`src/rtl/mem_stage_pkg.sv`:
```
// Shared definitions for the EX/MEM register and the memory-access stage.
// Opcode encodings, reset constants, FSM states and memory-op decode helpers.
package mem_stage_pkg;

  localparam int ALU_OP_W = 8;

  localparam logic [ALU_OP_W-1:0] ALU_NOP_OP = 8'h00;
  localparam logic [ALU_OP_W-1:0] ALU_LB_OP  = 8'hE0;
  localparam logic [ALU_OP_W-1:0] ALU_LH_OP  = 8'hE1;
  localparam logic [ALU_OP_W-1:0] ALU_LW_OP  = 8'hE3;
  localparam logic [ALU_OP_W-1:0] ALU_LBU_OP = 8'hE4;
  localparam logic [ALU_OP_W-1:0] ALU_LHU_OP = 8'hE5;
  localparam logic [ALU_OP_W-1:0] ALU_SB_OP  = 8'hE8;
  localparam logic [ALU_OP_W-1:0] ALU_SH_OP  = 8'hE9;
  localparam logic [ALU_OP_W-1:0] ALU_SW_OP  = 8'hEB;

  localparam logic [31:0] ZeroWord   = 32'h0000_0000;
  localparam logic [4:0]  NopRegAddr = 5'b00000;

  typedef enum logic [1:0] {
    ST_IDLE = 2'd0,
    ST_XFER = 2'd1,
    ST_WAIT = 2'd2,
    ST_DONE = 2'd3
  } mem_state_e;

  function automatic logic is_load(input logic [ALU_OP_W-1:0] op);
    return (op == ALU_LB_OP) || (op == ALU_LH_OP) || (op == ALU_LW_OP) ||
           (op == ALU_LBU_OP) || (op == ALU_LHU_OP);
  endfunction

  function automatic logic is_store(input logic [ALU_OP_W-1:0] op);
    return (op == ALU_SB_OP) || (op == ALU_SH_OP) || (op == ALU_SW_OP);
  endfunction

  // Zero for non-memory ops.
  function automatic logic [2:0] byte_count(input logic [ALU_OP_W-1:0] op);
    case (op)
      ALU_LB_OP, ALU_LBU_OP, ALU_SB_OP: return 3'd1;
      ALU_LH_OP, ALU_LHU_OP, ALU_SH_OP: return 3'd2;
      ALU_LW_OP, ALU_SW_OP:             return 3'd4;
      default:                          return 3'd0;
    endcase
  endfunction

endpackage

```
`src/rtl/load_ext.sv`:
```
// Sign/zero extension of the assembled load buffer according to the load opcode.
module load_ext
  import mem_stage_pkg::*;
(
  input  logic [31:0]         buf_i,
  input  logic [ALU_OP_W-1:0] aluop_i,
  output logic [31:0]         data_o
);

  always_comb begin
    data_o = buf_i;
    case (aluop_i)
      ALU_LB_OP:  data_o = {{24{buf_i[7]}}, buf_i[7:0]};
      ALU_LBU_OP: data_o = {24'h000000, buf_i[7:0]};
      ALU_LH_OP:  data_o = {{16{buf_i[15]}}, buf_i[15:0]};
      ALU_LHU_OP: data_o = {16'h0000, buf_i[15:0]};
      default:    data_o = buf_i;
    endcase
  end

endmodule

```
`src/rtl/mem_stage.sv`:
```
// RV32I memory stage: ALU passthrough, byte-serial loads/stores on the shared port.
// Stalls the pipeline until the access completes; read data lands one cycle after grant.
module mem_stage
  import mem_stage_pkg::*;
(
  input  logic                clk,
  input  logic                rst,
  input  logic [ALU_OP_W-1:0] aluop_MEM_i,
  input  logic                wreg_MEM_i,
  input  logic [4:0]          waddr_MEM_i,
  input  logic [31:0]         alurslt_MEM_i,
  input  logic [31:0]         SdataBoffset_MEM_i,
  output logic                wreg_WB_o,
  output logic [4:0]          waddr_WB_o,
  output logic [31:0]         wdata_WB_o,
  output logic                stallreq_MEM_o,
  output logic                mem_req_o,
  input  logic                mem_gnt_i,
  output logic [31:0]         mem_a_o,
  output logic                mem_wr_o,
  output logic [7:0]          mem_dout_o,
  input  logic [7:0]          mem_din_i
);

  mem_state_e  state_q, state_d;
  logic [1:0]  cnt_q, cnt_d;
  logic        issued_q, issued_d;
  logic [1:0]  slot_q, slot_d;
  logic [31:0] buf_q, buf_d;

  logic        ld, st, mem_op, last;
  logic [2:0]  nbytes;
  logic [31:0] ld_data;
  logic        req, stall, wreg;
  logic [31:0] wdata;

  assign ld     = is_load(aluop_MEM_i);
  assign st     = is_store(aluop_MEM_i);
  assign mem_op = ld | st;
  assign nbytes = byte_count(aluop_MEM_i);
  assign last   = ({1'b0, cnt_q} == (nbytes - 3'd1));

  load_ext u_load_ext (
    .buf_i   (buf_q),
    .aluop_i (aluop_MEM_i),
    .data_o  (ld_data)
  );

  always_ff @(posedge clk or negedge rst) begin
    if (!rst) begin
      state_q  <= ST_IDLE;
      cnt_q    <= 2'd0;
      issued_q <= 1'b0;
      slot_q   <= 2'd0;
      buf_q    <= ZeroWord;
    end else begin
      state_q  <= state_d;
      cnt_q    <= cnt_d;
      issued_q <= issued_d;
      slot_q   <= slot_d;
      buf_q    <= buf_d;
    end
  end

  always_comb begin
    state_d  = state_q;
    cnt_d    = cnt_q;
    issued_d = 1'b0;
    slot_d   = slot_q;
    buf_d    = buf_q;
    req      = 1'b0;
    stall    = 1'b0;
    wreg     = 1'b0;
    wdata    = ZeroWord;

    // Read byte from the previous granted cycle, independent of this cycle's grant.
    if (issued_q) buf_d[{slot_q, 3'b000} +: 8] = mem_din_i;

    case (state_q)
      ST_IDLE: begin
        if (mem_op) begin
          req     = 1'b1;
          stall   = 1'b1;
          state_d = ST_XFER;
        end else begin
          wreg  = wreg_MEM_i;
          wdata = alurslt_MEM_i;
        end
      end
      ST_XFER: begin
        req   = 1'b1;
        stall = 1'b1;
      end
      ST_WAIT: begin
        stall   = 1'b1;
        state_d = ST_DONE;
      end
      ST_DONE: begin
        if (ld) begin
          wreg  = wreg_MEM_i;
          wdata = ld_data;
        end
        state_d = ST_IDLE;
        cnt_d   = 2'd0;
        buf_d   = ZeroWord;
      end
      default: state_d = ST_IDLE;
    endcase

    if (req && mem_gnt_i) begin
      issued_d = ld;
      slot_d   = cnt_q;
      if (last) begin
        state_d = ld ? ST_WAIT : ST_DONE;
        cnt_d   = 2'd0;
      end else begin
        cnt_d = cnt_q + 2'd1;
      end
    end
  end

  // Reset forces every output low immediately, whatever EX/MEM presents.
  assign mem_req_o      = rst & req;
  assign mem_wr_o       = rst & req & st;
  assign mem_a_o        = (rst && req) ? (alurslt_MEM_i + {30'd0, cnt_q}) : ZeroWord;
  assign mem_dout_o     = (rst && req) ? SdataBoffset_MEM_i[{cnt_q, 3'b000} +: 8] : 8'h00;
  assign stallreq_MEM_o = rst & stall;
  assign wreg_WB_o      = rst & wreg;
  assign wdata_WB_o     = rst ? wdata : ZeroWord;
  assign waddr_WB_o     = rst ? waddr_MEM_i : NopRegAddr;

endmodule

```
`config.mk`:
```
export PLATFORM = sky130hd
export DESIGN_NAME = mem_stage
export DESIGN_NICKNAME = d
export VERILOG_FILES = /design/src/rtl/mem_stage_pkg.sv /design/src/rtl/load_ext.sv /design/src/rtl/mem_stage.sv
export SDC_FILE = /design/constraint.sdc
export NUM_CORES = 1
export LEC_CHECK = 0
export ABC_AREA = 0
export BUFFER_PORTS_ARGS = -buffer_cell sky130_fd_sc_hd__buf_2
export CORE_ASPECT_RATIO = 1.1
export CORE_MARGIN = 1
export CORE_UTILIZATION = 25
export CTS_BUF_LIST = sky130_fd_sc_hd__clkbuf_16
export CTS_CLUSTER_DIAMETER = 200
export DETAILED_ROUTE_END_ITERATION = 8
export GPL_TIMING_DRIVEN = 0
export SYNTH_ARGS = -nofsm -noshare
export SYNTH_HDL_FRONTEND = slang
export SYNTH_HIERARCHICAL = 1
export SYNTH_SLANG_ARGS = --single-unit
```
`constraint.sdc`:
```
create_clock -name clk -period 2.3 [get_ports clk]
set_input_delay 0.345 -clock clk [delete_from_list [all_inputs] [get_ports clk]]
set_output_delay 0.345 -clock clk [all_outputs]
set_load 0.05 [all_outputs]
```
==> metrics.cfg <==
[clocking]
numCtsBuffers=5
cts-root-buf=clkbuf_16
cts_buffer_depth=2
cts.reportedPaths.clkPinSlew_ns=0.06
cts_tree=yes
insertion_delay_ns=0.28
clock-sinks=39
cts_max_level=2

[setup_path]
cp.arrival_ns=2.37
r2r_start=state_q[1]
crit_path_start_kind=flop
rrSetupSlack_ns=0.17
cp_slowest_cell=dfrtp_1
regToRegEndpoint=state_q[0]
worstPathRequired_ns=1.96
critical_path.max_fanout=5
worstSetupPathType=flop to primary output
reg2reg_depth=9
crit_chain=ha_4 -> fa_2 -> nand4_1 -> nor3_4 -> buf_6 -> nand4_1 -> xor2_2 -> nor2_4 -> buf_6
endpoint_kind=primary output
cpPeakStageDelay_ns=0.41

[synth]
syn_area_per_cell_um2=8.35
syn_area_mm2=0.00367
synth_enable_flop_cells=0
ys_types=55
async_reset_ff_share_pct=100
yosys_warnings=6
synth_cells=440
yosysSeqAreaShare_pct=26.6
synth_seq_cells=39
synth_ff_type=dfrtp_1
syn_nets=542

[sta]
tightest_slew_ns=0.670
layout_min_cycle_time_ns=2.72
fin_ws_ns=-0.417
setup_viol_count_final=41
hold_viol=2
maxSlewViolCount=0
fin_skew_ns=0.00426
rsz0062_at_grt=true
whs_ns=-0.00731
period_share_pct=118
tns_ns=-7.77
clock.fmax_mhz=368
slew_headroom_pct=55.3

[finish]
area_growth_pct=74.7
drive_gt1_share_pct=59.4
diodes=0
nets=751
final_cells=842

[detailed_routing]
drt-total-wl_mm=13.9
route.vias.total=4150
drt-initial-drc-count=214
drc=0
dr.pass1.iters=4
wl_per_cell_um=16.5
via_per_inst=4.93
drtAntennaViolNets=0

[place]
post-place-cells=801
dpl.hpwl_mm=10.0
io_buffers=169
finalWeightedCongestion=0.802

[power_and_ir_drop]
p_seq_share_pct=16.4
ir_drop_uv=325
power.density_mw_per_mm2=755
switchingPower_w=0.00230
p_sw_share_pct=47.4
internal_power_w=0.00255
clkPwrFrac_pct=13.4
comb_power_share_pct=70.2
p_leak_nw=2.97

[global_route]
grt_max_degree=48
grt_pass1_wl_mm=21.5
grt_pass1_vias=4033
gr-usage-all-layers_pct=17.6
globalRouteOverflowTotal=0
antenna_found_initial=1

[die]
row_count=46
die_h_um=129
die_w_um=118
die-area_mm2=0.0152
initial_core_util_pct=25.5
core_area_mm2=0.0144
top_level_ports=170

[outcome]
violations=hold timing, setup timing
status=finished with violations

[worst_hold_path]
hold_class=input port to asynchronous set/reset pin

[flow_run]
cap_violations=0

==> layout by cell type, fill, tap and decap left out, drive strengths merged, types with 9 or more instances in the layout <==
cell	instances
buf	233
a22oi	32
nand4	13
a22o	29
nand3	18
dfrtp	39
nor2	77
ha	12
clkbuf	14
xor2	23
nand2	18
xnor2	9
and2	11
o21ai	12
a21o	16
inv	13
nor2b	13
==> power by group through the flow <==
stage                     registers, W  logic, W  clock network, W
after floorplan               0.000790   0.00191                 0
after global placement        0.000807   0.00247                 0
after detailed placement      0.000809   0.00248                 0
after CTS                     0.000788   0.00310          0.000661
after global routing          0.000801   0.00358          0.000684
final                         0.000793   0.00340          0.000650
==> stage by stage <==
step           util [%]  power, W  hold WS (ns)  worst slack (ns)  cell area (µm²)
6_report           44.6   0.00484      -0.00731            -0.417             6410
5_1_grt            44.6   0.00507        0.0218            -0.546             6410
4_1_cts            41.9   0.00454        0.0100            -0.355             6030
3_5_place_dp       34.3   0.00329         0.473            -0.776             4940
3_3_place_gp       34.3   0.00328         0.488            -0.789             4940
2_1_floorplan         -   0.00270        0.0494            -0.246             3850
==> layout make-up <==
class | count | area (µm²)
fillers | 1371 | 7980
multi-input cells | 349 | 3050
repair buffers | 209 | 1660
flip-flops and latches | 39 | 977
plain buffers | 33 | 297
well taps | 192 | 240
clock buffers | 5 | 125
inverters | 12 | 52.6
clock inverters | 3 | 12.5
==> cell usage after synthesis (all sizes together) (9+ instances only) <==
| master | count | share of area, % |
|---|---|---|
| dfrtp | 39 | 27 |
| inv | 12 | 1.2 |
| xor2 | 23 | 5.5 |
| a21o | 16 | 3.3 |
| xnor2 | 9 | 2.1 |
| nor2b | 13 | 2.2 |
| nor2 | 77 | 7.9 |
| nand3 | 18 | 2.5 |
| a22o | 29 | 6.9 |
| a22oi | 32 | 6.5 |
| and2 | 11 | 1.9 |
| buf | 22 | 3.7 |
| nand4 | 13 | 2.2 |
| ha | 12 | 4.1 |
| clkbuf | 18 | 1.9 |
| o21ai | 12 | 1.6 |
| nand2 | 18 | 1.8 |
==> critical path, delay by kind of cell (launching register included) <==
family / cells / cell delay, ns
fa+ha+maj: 2 / 0.39
simple gates: 4 / 0.77
flops: 1 / 0.41
buf+inv: 2 / 0.32
xor+xnor: 1 / 0.19
==> routing by layer <==
metal  share of wire, %  vias up  global-route usage [%]
met3                3.8       20                    3.21
met5               0.10        -                       0
li1                   -     2003                       -
met1                 41     2024                    21.5
met4                2.1        2                    4.45
met2                 53      101                    32.2
==> repair_timing <==
| item | 4_1_cts | 5_1_grt |
|---|---|---|
| buffers inserted | 24 | 14 |
| resized for setup | 205 | 95 |
| pin swaps | 29 | 23 |
| setup endpoints to repair | 77 | 90 |
| gates cloned | 4 | 0 |
| hold buffers | 0 | 0 |
==> registers in the layout, indices dropped and copies added, names as in the netlist <==
register	flops
buf_q	32
cnt_q	2
issued_q	1
slot_q	2
state_q	2
==> logic make-up after synthesis <==
family,count (synthesis),synth area share [%]
AND/OR/NAND/NOR,185,26.2
AO/OA/AOI/OAI,107,22.0
buffers and inverters,52,6.85
flip-flops,39,26.6
XOR/XNOR,32,7.63
adder cells (fa/ha/maj),13,4.63
multiplexers,12,6.06
==> how the worst max path moves through the flow <==
stage                           from           to  slack, ns
floorplan           alurslt_MEM_i[0]  mem_a_o[26]      -0.25
global placement                 rst  mem_a_o[30]      -0.79
detailed placement               rst  mem_a_o[30]      -0.78
CTS                         cnt_q[0]  mem_a_o[28]      -0.35
global route                cnt_q[0]  mem_a_o[28]      -0.55
finish                      cnt_q[0]  mem_a_o[28]      -0.42
Power figures use the tool's default switching activity.
